## config.mk

```make
export PLATFORM = sky130hd
export DESIGN_NAME = image_downscale
export DESIGN_NICKNAME = d
export VERILOG_FILES = /design/src/rtl/image_downscale.sv
export SDC_FILE = /design/constraint.sdc
export NUM_CORES = 1
export LEC_CHECK = 0
export ABC_AREA = 1
export BUFFER_PORTS_ARGS = -buffer_cell sky130_fd_sc_hd__buf_2
export CAP_MARGIN = 25
export CORE_UTILIZATION = 45
export DETAILED_ROUTE_END_ITERATION = 10
export PLACE_DENSITY = 0.77
export SLEW_MARGIN = 20
export SYNTH_ARGS = -nofsm -noshare
export SYNTH_HDL_FRONTEND = slang
export SYNTH_SLANG_ARGS = --single-unit
```

## constraint.sdc

```tcl
create_clock -name clk_in -period 1.35 [get_ports clk_in]
set_clock_uncertainty 0.1 [all_clocks]
set_input_delay 0.0675 -clock clk_in [delete_from_list [all_inputs] [get_ports clk_in]]
set_output_delay 0.0675 -clock clk_in [all_outputs]
set_load 0.005 [all_outputs]
```

## src/rtl/image_downscale.sv

```systemverilog
// Streaming power-of-two downscaler: decimate or box-average raster pixels into a linear write address.
// Averaging is compiled in only when IMAGE_DOWNSCALE_AVG_EN is defined; otherwise decimate only.
module image_downscale #(
  parameter int BIT_DEPTH = 8,
  parameter int WIDTH = 64,
  parameter int HEIGHT = 64,
  parameter int LOG_FACTOR = 1,
  localparam int XW = $clog2(WIDTH),
  localparam int YW = $clog2(HEIGHT),
  localparam int NW = WIDTH >> LOG_FACTOR,
  localparam int NH = HEIGHT >> LOG_FACTOR,
  localparam int AW = (NW * NH > 1) ? $clog2(NW * NH) : 1
) (
  input  logic                 clk_in,
  input  logic                 rst_in,
  input  logic                 mode_in,
  input  logic [BIT_DEPTH-1:0] data_in,
  input  logic [XW-1:0]        data_x_in,
  input  logic [YW-1:0]        data_y_in,
  input  logic                 data_valid_in,
  output logic [BIT_DEPTH-1:0] data_out,
  output logic [AW-1:0]        data_addr_out,
  output logic                 data_valid_out,
  output logic                 done_out
);

  localparam logic [0:0] ST_IDLE = 1'b0;
  localparam logic [0:0] ST_RUN  = 1'b1;

  logic [0:0]            state_reg;
  logic [0:0]            state_next;
  logic                  mode_reg;
  logic                  mode_next;
  logic                  mode_eff;
  logic [LOG_FACTOR-1:0] sx;
  logic [LOG_FACTOR-1:0] sy;
  logic                  origin;
  logic                  accept;
  logic                  blk_first;
  logic                  blk_last;
  logic                  bx_last;
  logic                  by_last;
  logic                  emit;
  logic                  emit_done;
  logic [AW-1:0]         addr_calc;
  logic [BIT_DEPTH-1:0]  pix_calc;

  assign sx        = data_x_in[LOG_FACTOR-1:0];
  assign sy        = data_y_in[LOG_FACTOR-1:0];
  assign origin    = data_valid_in && (data_x_in == '0) && (data_y_in == '0);
  assign accept    = rst_in && data_valid_in && (origin || (state_reg == ST_RUN));
  assign blk_first = (sx == '0) && (sy == '0);
  assign blk_last  = (&sx) && (&sy);
  assign bx_last   = (data_x_in >> LOG_FACTOR) == XW'(NW - 1);
  assign by_last   = (data_y_in >> LOG_FACTOR) == YW'(NH - 1);
  assign addr_calc = AW'(data_y_in >> LOG_FACTOR) * AW'(NW) + AW'(data_x_in >> LOG_FACTOR);

  // The (0,0) pixel uses the freshly presented mode so the frame's first pixel is handled correctly.
  assign mode_eff = origin ? mode_next : mode_reg;

`ifdef IMAGE_DOWNSCALE_AVG_EN
  localparam int ACW = BIT_DEPTH + 2 * LOG_FACTOR;
  localparam int BXW = (NW > 1) ? $clog2(NW) : 1;

  logic [ACW-1:0] acc_reg [NW];
  logic [BXW-1:0] bx_idx;
  logic [ACW-1:0] acc_sum;

  assign mode_next = mode_in;
  assign bx_idx    = BXW'(data_x_in >> LOG_FACTOR);
  assign acc_sum   = acc_reg[bx_idx] + ACW'(data_in);

  // No reset: the top-left pixel of every block overwrites its entry.
  always_ff @(posedge clk_in) begin
    if (accept && mode_eff) begin
      acc_reg[bx_idx] <= blk_first ? ACW'(data_in) : acc_sum;
    end
  end

  // Top BIT_DEPTH bits of the block sum are the truncated mean.
  assign pix_calc = mode_eff ? acc_sum[ACW-1 -: BIT_DEPTH] : data_in;
`else
  assign mode_next = 1'b0;
  assign pix_calc  = data_in;
`endif

  assign emit      = accept && (mode_eff ? blk_last : blk_first);
  assign emit_done = emit && bx_last && by_last;

  always_comb begin
    state_next = state_reg;
    if (accept) begin
      state_next = emit_done ? ST_IDLE : ST_RUN;
    end
  end

  always_ff @(posedge clk_in) begin
    if (!rst_in) begin
      state_reg      <= ST_IDLE;
      mode_reg       <= 1'b0;
      data_out       <= '0;
      data_addr_out  <= '0;
      data_valid_out <= 1'b0;
      done_out       <= 1'b0;
    end else begin
      state_reg      <= state_next;
      data_valid_out <= emit;
      done_out       <= emit_done;
      if (origin) begin
        mode_reg <= mode_next;
      end
      if (emit) begin
        data_out      <= pix_calc;
        data_addr_out <= addr_calc;
      end
    end
  end

endmodule

```

Yosys cells after proc, flatten, opt, wreduce, memory -nomap -nowiden. Cells that the tools add are included. W data, S select, Z words.

Add/subtract/negate cells: 1. Equality and inequality tests: 2. Mux-type cells: 3. Bitwise logic cells: 2. Reduce and logical (&&, ||, !) cells: 12.

Operators with widths (count): $logic_not A6 Y1 (2); $add A10 B5 Y10 (1); $eq A5 B5 Y1 const B (2); $logic_and A1 B1 Y1 (9); $mux W1 (3); $not A1 Y1 (2); $logic_or A1 B1 Y1 (1).

Register bits: 22. Input bits: 24. Output and inout port bits: 20. Word-level logic and storage cells: 26.

Logic depth before layout (Yosys ltp). Gate-level depths: netlist (run 1).

Depth in word-level cells: 9. Mapped depth: 12.

Least setup slack after synthesis (run 1). No wires, ideal clock.

Kind: input -> register. Start: in data_x_in[0]. End: reg data_addr_out[6]. Setup time: 0.114 ns. Data arrival time: 1.031 ns. Data required time: 1.136 ns. Setup slack: 0.105 ns. Cell stages on the path: 8. Buffers on the path: 1. Cells stage by stage: or2_1 > nor2_2 > nand2_2 > a21oi_4 > nand2_4 > buf_6 > nand3_2 > o21ai_2.

Longest elaborated chain between the ends: 6. Elaborated cells between the ends (all ways): 11.

Ends and longest elaborated chain: from (decl) (RTL line 18) `input logic [XW-1:0] data_x_in,`; $logic_not A6 Y1 (RTL line 50) `assign origin = data_valid_in && (data_x_in == '0) && (data_y_in == '0);`; $logic_and A1 B1 Y1 (2 in series) (RTL line 50); $mux W1 or $logic_or A1 B1 Y1 (tied branches); $mux W1 or $logic_and A1 B1 Y1 (tied branches); $logic_and A1 B1 Y1 * (RTL line 87) `assign emit = accept && (mode_eff ? blk_last : blk_first);`; to (signal assigned) (RTL line 114) `data_addr_out <= addr_calc;`; to (decl) (RTL line 22) `output logic [AW-1:0] data_addr_out,`.

Mark *: on every way between the ends. The rest lies on a longest branch, timed or not. A chain may end at the register's enable or synchronous reset.

Worst setup path in the final report (run 1).
Start: in data_y_in[4]. End: reg state_reg.

Longest elaborated chain between the ends: 8. Elaborated cells between the ends (all ways): 11.

Ends and longest elaborated chain: from (decl) (RTL line 19) `input logic [YW-1:0] data_y_in,`; $logic_not A6 Y1 (RTL line 50); $logic_and A1 B1 Y1 (RTL line 50); $mux W1 or $logic_or A1 B1 Y1 (tied branches); $mux W1 or $logic_and A1 B1 Y1 (tied branches); $logic_and A1 B1 Y1 (RTL line 87); $logic_and A1 B1 Y1 (2 in series) (RTL line 88) `assign emit_done = emit && bx_last && by_last;`; $mux W1 (RTL line 93) `state_next = emit_done ? ST_IDLE : ST_RUN;`; to (signal assigned) (RTL line 106) `state_reg <= state_next;`; to (decl) (RTL line 30) `logic [0:0] state_reg;`.

Several ways; a longest one is shown, not always the timed one.

==> impl_metrics.toml, run 1 <==
[cells_and_area]
mostFrequentLayoutCells = "buf_2 (42), nand2_1 (30), dfxtp_1 (22), nand3_1 (18), dlygate4sd3_1 (18)"
stdcell_count = 211
largestRegisters = "data_addr_out: 10 flops, data_out: 8 flops"
antenna_cells = 0
final_cell_area_mm2 = 0.00148
largest_reg_flops = 10
top_register = "data_addr_out"
nFillCells = 137
area_delta_synth_final_pct = 55.2
drive_gt1_share_pct = 40.2
final_common_cell = "buf_2"
layout.nets = 209

[timing]
worstMarginPinSlew_ns = 0.226
finalWorstSetupSlack_ns = 0.0631
hold_slack_ns = 0.0558
finalCritPeriodShare_pct = 95.3
hold_violations = 0
maxSlewHeadroom_pct = 84.8
slew_violations = 0
setup_viol = 0
fmax_mhz = 777
grt_setup_unrepaired = "false"
post-route-min-period_ns = 1.29

[synthesis]
yosys_warnings = 0
syn_area_per_cell_um2 = 8.09
syn_inst = 118
ys_ff_latch = 22
netlist.top_cell.by_area = "dfxtp_1"
synth_top_area_share_pct = 46.1
netlist_top_cells_area = "dfxtp_1 (46%), nand2_1 (12%), nand3_1 (9.4%)"
synth_area_um2 = 955
synth_nets = 142
yosys.cell_types.count = 21
synth_sequential_area_ratio_pct = 46.1

[run]
cap_viol_max_count = 0

[floorplan]
fp.dieW_um = 48.1
num_rows = 16
coreArea_mm2 = 0.00198
die_h_um = 48.1
die_area_mm2 = 0.00231
start_util_pct = 48.2
ios = 44

[power]
p_int_mw = 1.02
power_density_mw_per_mm2 = 880
pwr-share-comb_pct = 10.8
p_sw_share_pct = 21.6
p_seq_share_pct = 49.8
ir_worst_vdd_v = 0.000684
clockPowerShare_pct = 39.4
leakage_nw = 0.757
p_sw_uw = 281

[place]
dp_hpwl_um = 1660
place_area_mm2 = 0.00122
portBuffers = 42
placed_cells = 189
globalplace.congestion = 0.798
pre_cts_ws_ns = -0.0626

[clock_tree]
cts-root-buf = "clkbuf_4"
clock-sinks = 22
cts_made_buffers = 3
htree_levels = 1
clock_path_buffers = 2
cts.clk_slew.worst_paths_ns = 0.13
cts_setup_buffers = 0
cts_tree = "done"
clock_latency_ns = 0.32

[global_route]
grt_pass1_vias = 959
antenna_found_initial = 0
grt_use_total_pct = 25.9
grtUsageMet2_pct = 48.6
use_met1_pct = 25.2
globalRouteOverflowTotal = 0
grt_use_met3_pct = 5.28
grt_pass1_wl_um = 3960
grt-busiest-layer = "met2"
grt_max_degree = 20

[worst_setup_path]
worst_path_largest_cell_delay_ns = 0.59
crit_type = "in2reg"
cpMaxStageDelayCell = "dlygate4sd3_1"
cp_common_cell = "nand2_1"
crit_path_end_kind = "register"
critPathMaxFanout = 2
path_delay_family = "buffers and inverters"
path_buf_inv = 3
critical_path_required_ns = 1.48
cp-start-kind = "input pin"
arrival_ns = 1.42
crit_chain = "buf_2 -> dlygate4sd3_1 -> inv_1 -> nor4b_2 -> nand4_1 -> nand2_1 -> nand2_1"

[route]
drc = 0
wl_um = 2790
first_pass_iters = 8
num_vias = 1070
vias_per_cell = 5.07
ant_nets = 0
avgRoutedWirePerCell_um = 13.2
drt_iter0_markers = 33

[hold_path]
holdCritPathClass = "in2reg"

[run_status]
status = "complete, no violations"
through the flow:
stage | total power [mW] | setup TNS [ns] | util [%]
2_1_floorplan | 0.698 | 0 | -
3_3_place_gp | 0.748 | -0.176 | 61.7
3_5_place_dp | 0.751 | -0.625 | 61.7
4_1_cts | 1.29 | 0 | 73.4
5_1_grt | 1.35 | 0 | 74.7
6_report | 1.30 | 0 | 74.7
routing by layer:
metal  up-vias  part of all wire [%]
li1        513                     -
met3        10                   4.9
met4         0                   3.3
met1       500                    35
met5         -                     0
met2        47                    56
power by group through the flow:
| stage | clock network [mW] | logic [mW] | registers, mW |
|---|---|---|---|
| after global placement | 0 | 0.0844 | 0.664 |
| after CTS | 0.515 | 0.127 | 0.649 |
| after detailed placement | 0 | 0.0871 | 0.664 |
| after floorplan | 0 | 0.0341 | 0.664 |
| after global routing | 0.544 | 0.152 | 0.650 |
| final | 0.513 | 0.141 | 0.649 |
final timing paths:
check / startpoint / endpoint / slack (ns) / cells after the start
hold / removal: data_y_in[2] / data_addr_out[6] / 0.06 / 4
hold reg to reg: data_addr_out[0] / data_addr_out[0] / 0.37 / 2
setup / recovery: data_y_in[4] / state_reg / 0.06 / 7
setup reg to reg: mode_reg / data_addr_out[2] / 0.16 / 6
cell type report:
cell class,count,area [µm²],share of cell area (%)
multi-input cells,80,457,30.8
repair buffers,67,455,30.7
flip-flops and latches,22,440,29.7
inverters,11,42.5,2.87
well taps,27,33.8,2.28
clock inverters,1,30.0,2.03
clock buffers,3,22.5,1.52
cells in the mapped netlist:
library cell  instances
a21oi_1               1
a21oi_4               1
buf_1                 1
buf_6                 3
clkbuf_1              1
clkinv_2              1
dfxtp_1              22
inv_1                10
nand2_1              30
nand2_2               3
nand2_4               2
nand3_1              18
nand3_2               3
nand4_1               1
nor2_1                8
nor2_2                1
nor3_1                2
nor4_1                1
nor4b_1               1
o21ai_2               7
or2_1                 1
timing repair:
item                                   CTS  global route
endpoints found under the hold margin   19             0
hold buffers                            18             0
resized for setup                        0             4
setup endpoints to repair                0             1
worst reg2reg max path, delay by kind of cell, from the launching register on:
kind,cells,cell delay [ns]
buffers and inverters,1,0.15
flip-flops,1,0.37
AO/OA/AOI/OAI,1,0.06
AND/OR/NAND/NOR,4,0.42
cells by family after synthesis:
| family | synth area share (%) |
|---|---|
| compound gates | 8.65 |
| buf+inv | 8.78 |
| flops | 46.1 |
| simple gates | 36.4 |
Power figures use the tool's default switching activity.
==> run 2: changes to the inputs <==
--- a/config.mk
+++ b/config.mk
@@ -5,9 +5,9 @@
 export SDC_FILE = /design/constraint.sdc
 export NUM_CORES = 1
 export LEC_CHECK = 0
-export ABC_AREA = 1
 export BUFFER_PORTS_ARGS = -buffer_cell sky130_fd_sc_hd__buf_2
 export CAP_MARGIN = 25
+export CORE_MARGIN = 1
 export CORE_UTILIZATION = 45
 export DETAILED_ROUTE_END_ITERATION = 10
 export PLACE_DENSITY = 0.77
@@ -15,3 +15,4 @@
 export SYNTH_ARGS = -nofsm -noshare
 export SYNTH_HDL_FRONTEND = slang
 export SYNTH_SLANG_ARGS = --single-unit
+export TNS_END_PERCENT = 10
==> run 2 against run 1 <==
Maximum frequency decreased by 7.7%. Worst hold slack got worse by 0.021 ns. Flip-flop and latch count unchanged. The run now ends with negative setup slack left. Final cell count decreased by 7.1%. Highest routed layer is now met3. Largest cell class is now sequential cells. Register-to-register slack got worse by 0.20 ns.
==> impl_metrics.toml, run 2 <==
[run_status]
status = "complete, but fails checks"
violations = "negative setup slack"

[cells_and_area]
drive_gt1_share_pct = 37.3
area.sequential_um2 = 444
stdcell_count = 196
top_register = "data_addr_out"
finish.utilization_pct = 72.9
layout.nets = 194
largest_reg_flops = 10
area_delta_synth_final_pct = 50.3
final_common_cell = "buf_2"
antenna_cells = 0
nFillCells = 169
mostFrequentLayoutCells = "buf_2 (42), dfxtp_1 (21), nand2_1 (20), inv_1 (20), mux2i_1 (18)"
largestRegisters = "data_addr_out: 10 flops, data_out: 8 flops"
final_cell_area_mm2 = 0.00144
multi_input_area_um2 = 427

[synthesis]
synth_top_area_share_pct = 45.8
synth_mux_area_share_pct = 18.8
synth_compound_area_share_pct = 3.91
synth_edf_count = 0
netlist_top_cells_area = "dfxtp_1 (46%), mux2i_1 (19%), inv_1 (7.8%)"
yosys.cell_types.count = 24
synth_sequential_area_ratio_pct = 45.8
ys_ff_latch = 22
syn_area_per_cell_um2 = 9.24
synth_area_um2 = 961
synthXorXnorAreaFrac_pct = 0
syn_inst = 104
netlist.top_cell.by_area = "dfxtp_1"
synthAdderAreaFrac_pct = 0
yosys.area_share.simple_pct = 19.7
synthArstFlopShare_pct = 0
synth_most_common_cell = "dfxtp_1"
ys.flop_type = "dfxtp_1"
synth_commonest_cells = "dfxtp_1 (22), inv_1 (20), nand2_1 (20), mux2i_1 (18)"
synth_nets = 128
synth_top_family_by_area = "simple AND/OR/NAND/NOR gates"
yosys_warnings = 0

[timing]
grt_setup_unrepaired = "true"
setup_tns_ns = -0.376
maxSlewHeadroom_pct = 80.5
setup_viol = 16
finalWorstSetupSlack_ns = -0.0445
hold_slack_ns = 0.0344
worstMarginPinSlew_ns = 0.292
slew_violations = 0
hold_violations = 0
post-route-min-period_ns = 1.39
finalCritPeriodShare_pct = 103
fmax_mhz = 717

[global_route]
grt_max_degree = 21
globalRouteOverflowTotal = 0
antenna_found_initial = 0
grt_use_total_pct = 19.0
grt_pass1_wl_um = 3060
grt_pass1_vias = 747

[clock_tree]
cts_tree = "done"
clock_path_buffers = 2
cts-root-buf = "clkbuf_4"
clock-sinks = 22
cts_setup_buffers = 0
cts_made_buffers = 3
clock_latency_ns = 0.30
cts.clk_slew.worst_paths_ns = 0.11
htree_levels = 1

[power]
power_density_mw_per_mm2 = 782
total_power_mw = 1.13
leakage_nw = 0.701
ir_worst_vdd_v = 0.000596

[worst_setup_path]
r2r-end = "data_addr_out[4]"
arrival_ns = 1.53
crit_path_end_kind = "register"
r2r_start = "mode_reg"
critPathMaxFanout = 8
rrSetupSlack_ns = -0.04
endpoint = "data_addr_out[4]"
cp-start-kind = "register"
crit_start = "mode_reg"
crit_type = "reg2reg"
r2r_cells = 5
critical_path_required_ns = 1.48

[route]
drc = 0
wl_um = 2180
num_vias = 914
first_pass_iters = 4
avgRoutedWirePerCell_um = 11.1
ant_nets = 0
vias_per_cell = 4.66
drt_iter0_markers = 19

[place]
pre_cts_ws_ns = -0.0851
globalplace.congestion = 0.760
place_area_mm2 = 0.00122
placed_cells = 176
dp_hpwl_um = 1480
portBuffers = 42

[floorplan]
die_h_um = 48.2
coreArea_mm2 = 0.00198
die_area_mm2 = 0.00232
num_rows = 16
ios = 44
start_util_pct = 48.5
fp.dieW_um = 48.2

[run]
cap_viol_max_count = 0

[hold_path]
holdCritPathClass = "in2reg"
==> run 2: final cells by class <==
class                           instances  share of cell area [%]
Tap cell                               27                    2.34
Sequential cell                        22                    30.8
Clock buffer                            4                    2.51
Multi-Input combinational cell         58                    29.5
Inverter                               20                    5.20
Timing Repair Buffer                   65                    29.6
==> run 2: cell families (layout without fill, tap and decap cells) <==
group | after synthesis | in the layout
buffers and inverters | 24 | 89
AO/OA/AOI/OAI | 6 | 6
multiplexers | 18 | 18
flip-flops | 22 | 22
AND/OR/NAND/NOR | 34 | 34
==> run 2: worst max-delay path, cell delays in order, from the launching register on <==
cell	delay (ns)
dfxtp_4	0.40
and3_4	0.18
o21ai_2	0.05
a21oi_2	0.22
buf_6	0.19
mux2i_1	0.20
==> run 2: worst min path at each step <==
| stage | to | cells past startpoint | from |
|---|---|---|---|
| global placement | data_out[7] | 3 | data_in[7] |
| global route | data_addr_out[0] | 4 | data_x_in[1] |
| detailed placement | data_out[1] | 3 | data_in[1] |
| CTS | data_addr_out[0] | 4 | data_x_in[1] |
| floorplan | data_addr_out[0] | 2 | data_x_in[1] |
| finish | state_reg | 4 | data_valid_in |
==> run 2: routing by layer <==
metal / up-vias / GRT usage, % / share of wire [%]
met4: 0 / 6.67 / 0
li1: 468 / - / -
met2: 31 / 33.1 / 49
met5: - / 0 / 0
met3: 0 / 3.70 / 5.3
met1: 415 / 23.1 / 45
==> run 2: where the power goes <==
group	total [mW]	leakage, nW	internal, mW	switching, mW
Clock	0.356	0.0210	0.164	0.192
Combinational	0.126	0.502	0.0703	0.0559
Sequential	0.647	0.178	0.647	0.0000237
==> run 2: timing repair <==
item                                    CTS  global route
pin swaps                                 0             3
endpoints found under the hold margin    15             0
endpoints found under the setup margin   12            18
hold buffers                             15             0
resized for setup                         1             8
cloned                                    0             1
==> run 3: changes to the inputs <==
--- a/config.mk
+++ b/config.mk
@@ -10,6 +10,7 @@
 export CORE_MARGIN = 1
 export CORE_UTILIZATION = 45
 export DETAILED_ROUTE_END_ITERATION = 10
+export GPL_TIMING_DRIVEN = 0
 export PLACE_DENSITY = 0.77
 export SLEW_MARGIN = 20
 export SYNTH_ARGS = -nofsm -noshare
==> run 3 against run 2 <==
The flow still finishes with violations (negative setup slack). Non-clock buffer count grew 4. Register-to-register slack is essentially flat. Sequential share of layout area shrank 1.8 points. Largest cell class is now buffers. Highest routed layer is now met4.
==> impl_metrics.toml, run 3 (synthesized netlist as in run 2, its figures left out) <==
[worst_setup_path]
cp-start-kind = "register"
rrSetupSlack_ns = -0.05
critical_path_required_ns = 1.49
crit_path_end_kind = "register"
critPathMaxFanout = 5
r2r_cells = 6
path_delay_family = "flip-flops"
arrival_ns = 1.54
path_buf_inv = 2
worst_path_largest_cell_delay_ns = 0.37
crit_type = "reg2reg"
crit_cells = 6
cpMaxStageDelayCell = "dfxtp_2"
crit_chain = "and3_4 -> o21ai_2 -> a21oi_2 -> buf_6 -> buf_12 -> mux2i_1"

[cells_and_area]
final_common_cell = "buf_2"
area_delta_synth_final_pct = 58.9
layout.nets = 198
largestRegisters = "data_addr_out: 10 flops, data_out: 8 flops"
area.sequential_um2 = 442
final_cell_area_mm2 = 0.00153
top_register = "data_addr_out"
antenna_cells = 0
nFillCells = 134
drive_gt1_share_pct = 35.8
mostFrequentLayoutCells = "buf_2 (42), dfxtp_1 (21), nand2_1 (20), inv_1 (20)"
multi_input_area_um2 = 420
largest_reg_flops = 10
finish.utilization_pct = 77.0

[clock_tree]
htree_levels = 1
clock_latency_ns = 0.31
cts-root-buf = "clkbuf_4"
cts.clk_slew.worst_paths_ns = 0.13
cts_tree = "done"
clock_path_buffers = 2
clock-sinks = 22
cts_made_buffers = 3

[global_route]
grt_pass1_vias = 760
globalRouteOverflowTotal = 0
grt_max_degree = 14
grt_pass1_wl_um = 3080
grt_use_total_pct = 19.1
antenna_found_initial = 0

[timing]
fmax_mhz = 715
grt_setup_unrepaired = "true"
hold_violations = 0
slew_violations = 0
finalWorstSetupSlack_ns = -0.0495
maxSlewHeadroom_pct = 70.3
post-route-min-period_ns = 1.40
hold_slack_ns = 0.0215
setup_viol = 17
worstMarginPinSlew_ns = 0.446
finalCritPeriodShare_pct = 104

[power]
clockPowerShare_pct = 39.7
ir_worst_vdd_v = 0.000853
leakage_nw = 0.730
p_seq_share_pct = 50.6
p_sw_uw = 264
p_sw_share_pct = 20.6
pwr-share-comb_pct = 9.7
p_int_mw = 1.02
power_density_mw_per_mm2 = 840

[route]
ant_nets = 0
vias_per_cell = 4.67
drt_iter0_markers = 15
first_pass_iters = 4
num_vias = 933
drc = 0
wl_um = 2280
avgRoutedWirePerCell_um = 11.4

[floorplan]
die_h_um = 48.2
coreArea_mm2 = 0.00198
die_area_mm2 = 0.00232
ios = 44
start_util_pct = 48.5
num_rows = 16
fp.dieW_um = 48.2

[run_status]
status = "complete, but fails checks"
violations = "negative setup slack"

[hold_path]
holdCritPathClass = "in2reg"
holdPathStages = 4

[place]
portBuffers = 42
place_area_mm2 = 0.00121
globalplace.congestion = 0.701
pre_cts_ws_ns = -0.268
dp_hpwl_um = 1440

[run]
cap_viol_max_count = 0
-- run 3: changes by cell type in the layout (fill, tap and decap cells not counted), moves of 2 or more --
cell,delta
buf_12,+2
buf_4,-4
clkbuf_1,+2
dlygate4sd3_1,+3
-- run 3: stage by stage --
stage               std cells  setup TNS [ns]  total power [mW]
finish                    200          -0.308              1.28
CTS                       200          -0.108              1.28
global route              200           -1.61              1.34
floorplan                 104               0             0.692
global placement          173           -2.35             0.741
detailed placement        173           -2.96             0.743
-- run 3: timing repair --
| item | 4_1_cts | 5_1_grt |
|---|---|---|
| hold buffers | 18 | 0 |
| pin swaps | 3 | 0 |
| endpoints found under the hold margin | 18 | 0 |
| cloned | 1 | 0 |
| resized for setup | 5 | 0 |
| setup endpoints to repair | 10 | 18 |
| buffers inserted | 4 | 0 |
-- run 3: area by class of cell --
class | instances | area share, %
Buffer | 4 | 2.54
Clock buffer | 3 | 1.48
Clock inverter | 1 | 1.97
Inverter | 20 | 4.92
Multi-Input combinational cell | 58 | 27.5
Sequential cell | 22 | 28.9
Tap cell | 27 | 2.21
Timing Repair Buffer | 65 | 30.4
-- run 3: worst paths after layout --
path / start / endpoint
worst max-delay path: mode_reg / data_addr_out[4]
worst min-delay path: data_x_in[0] / state_reg
worst max register to register: mode_reg / data_addr_out[4]
worst min register to register: data_out[2] / data_out[2]
-- run 3: tightest hold or removal path: cells and delay by family --
kind	cells	cell delay, ns
simple gates	2	0.14
buf+inv	1	0.11
compound gates	1	0.07
-- run 3: power groups by stage --
stage                     Combinational (mW)  Clock (mW)  Sequential [mW]
final                                  0.124       0.509            0.649
after floorplan                       0.0283           0            0.664
after global routing                   0.135       0.554            0.650
after global placement                0.0773           0            0.664
after detailed placement              0.0795           0            0.664
after CTS                              0.121       0.509            0.649
-- run 3: layer usage --
layer | vias up | GRT usage, % | routed length, µm
li1 | 475 | - | -
met1 | 422 | 22.2 | 961
met2 | 34 | 35.7 | 1190
met3 | 2 | 4.07 | 119
met4 | 0 | 3.33 | 11
met5 | - | 0 | 0
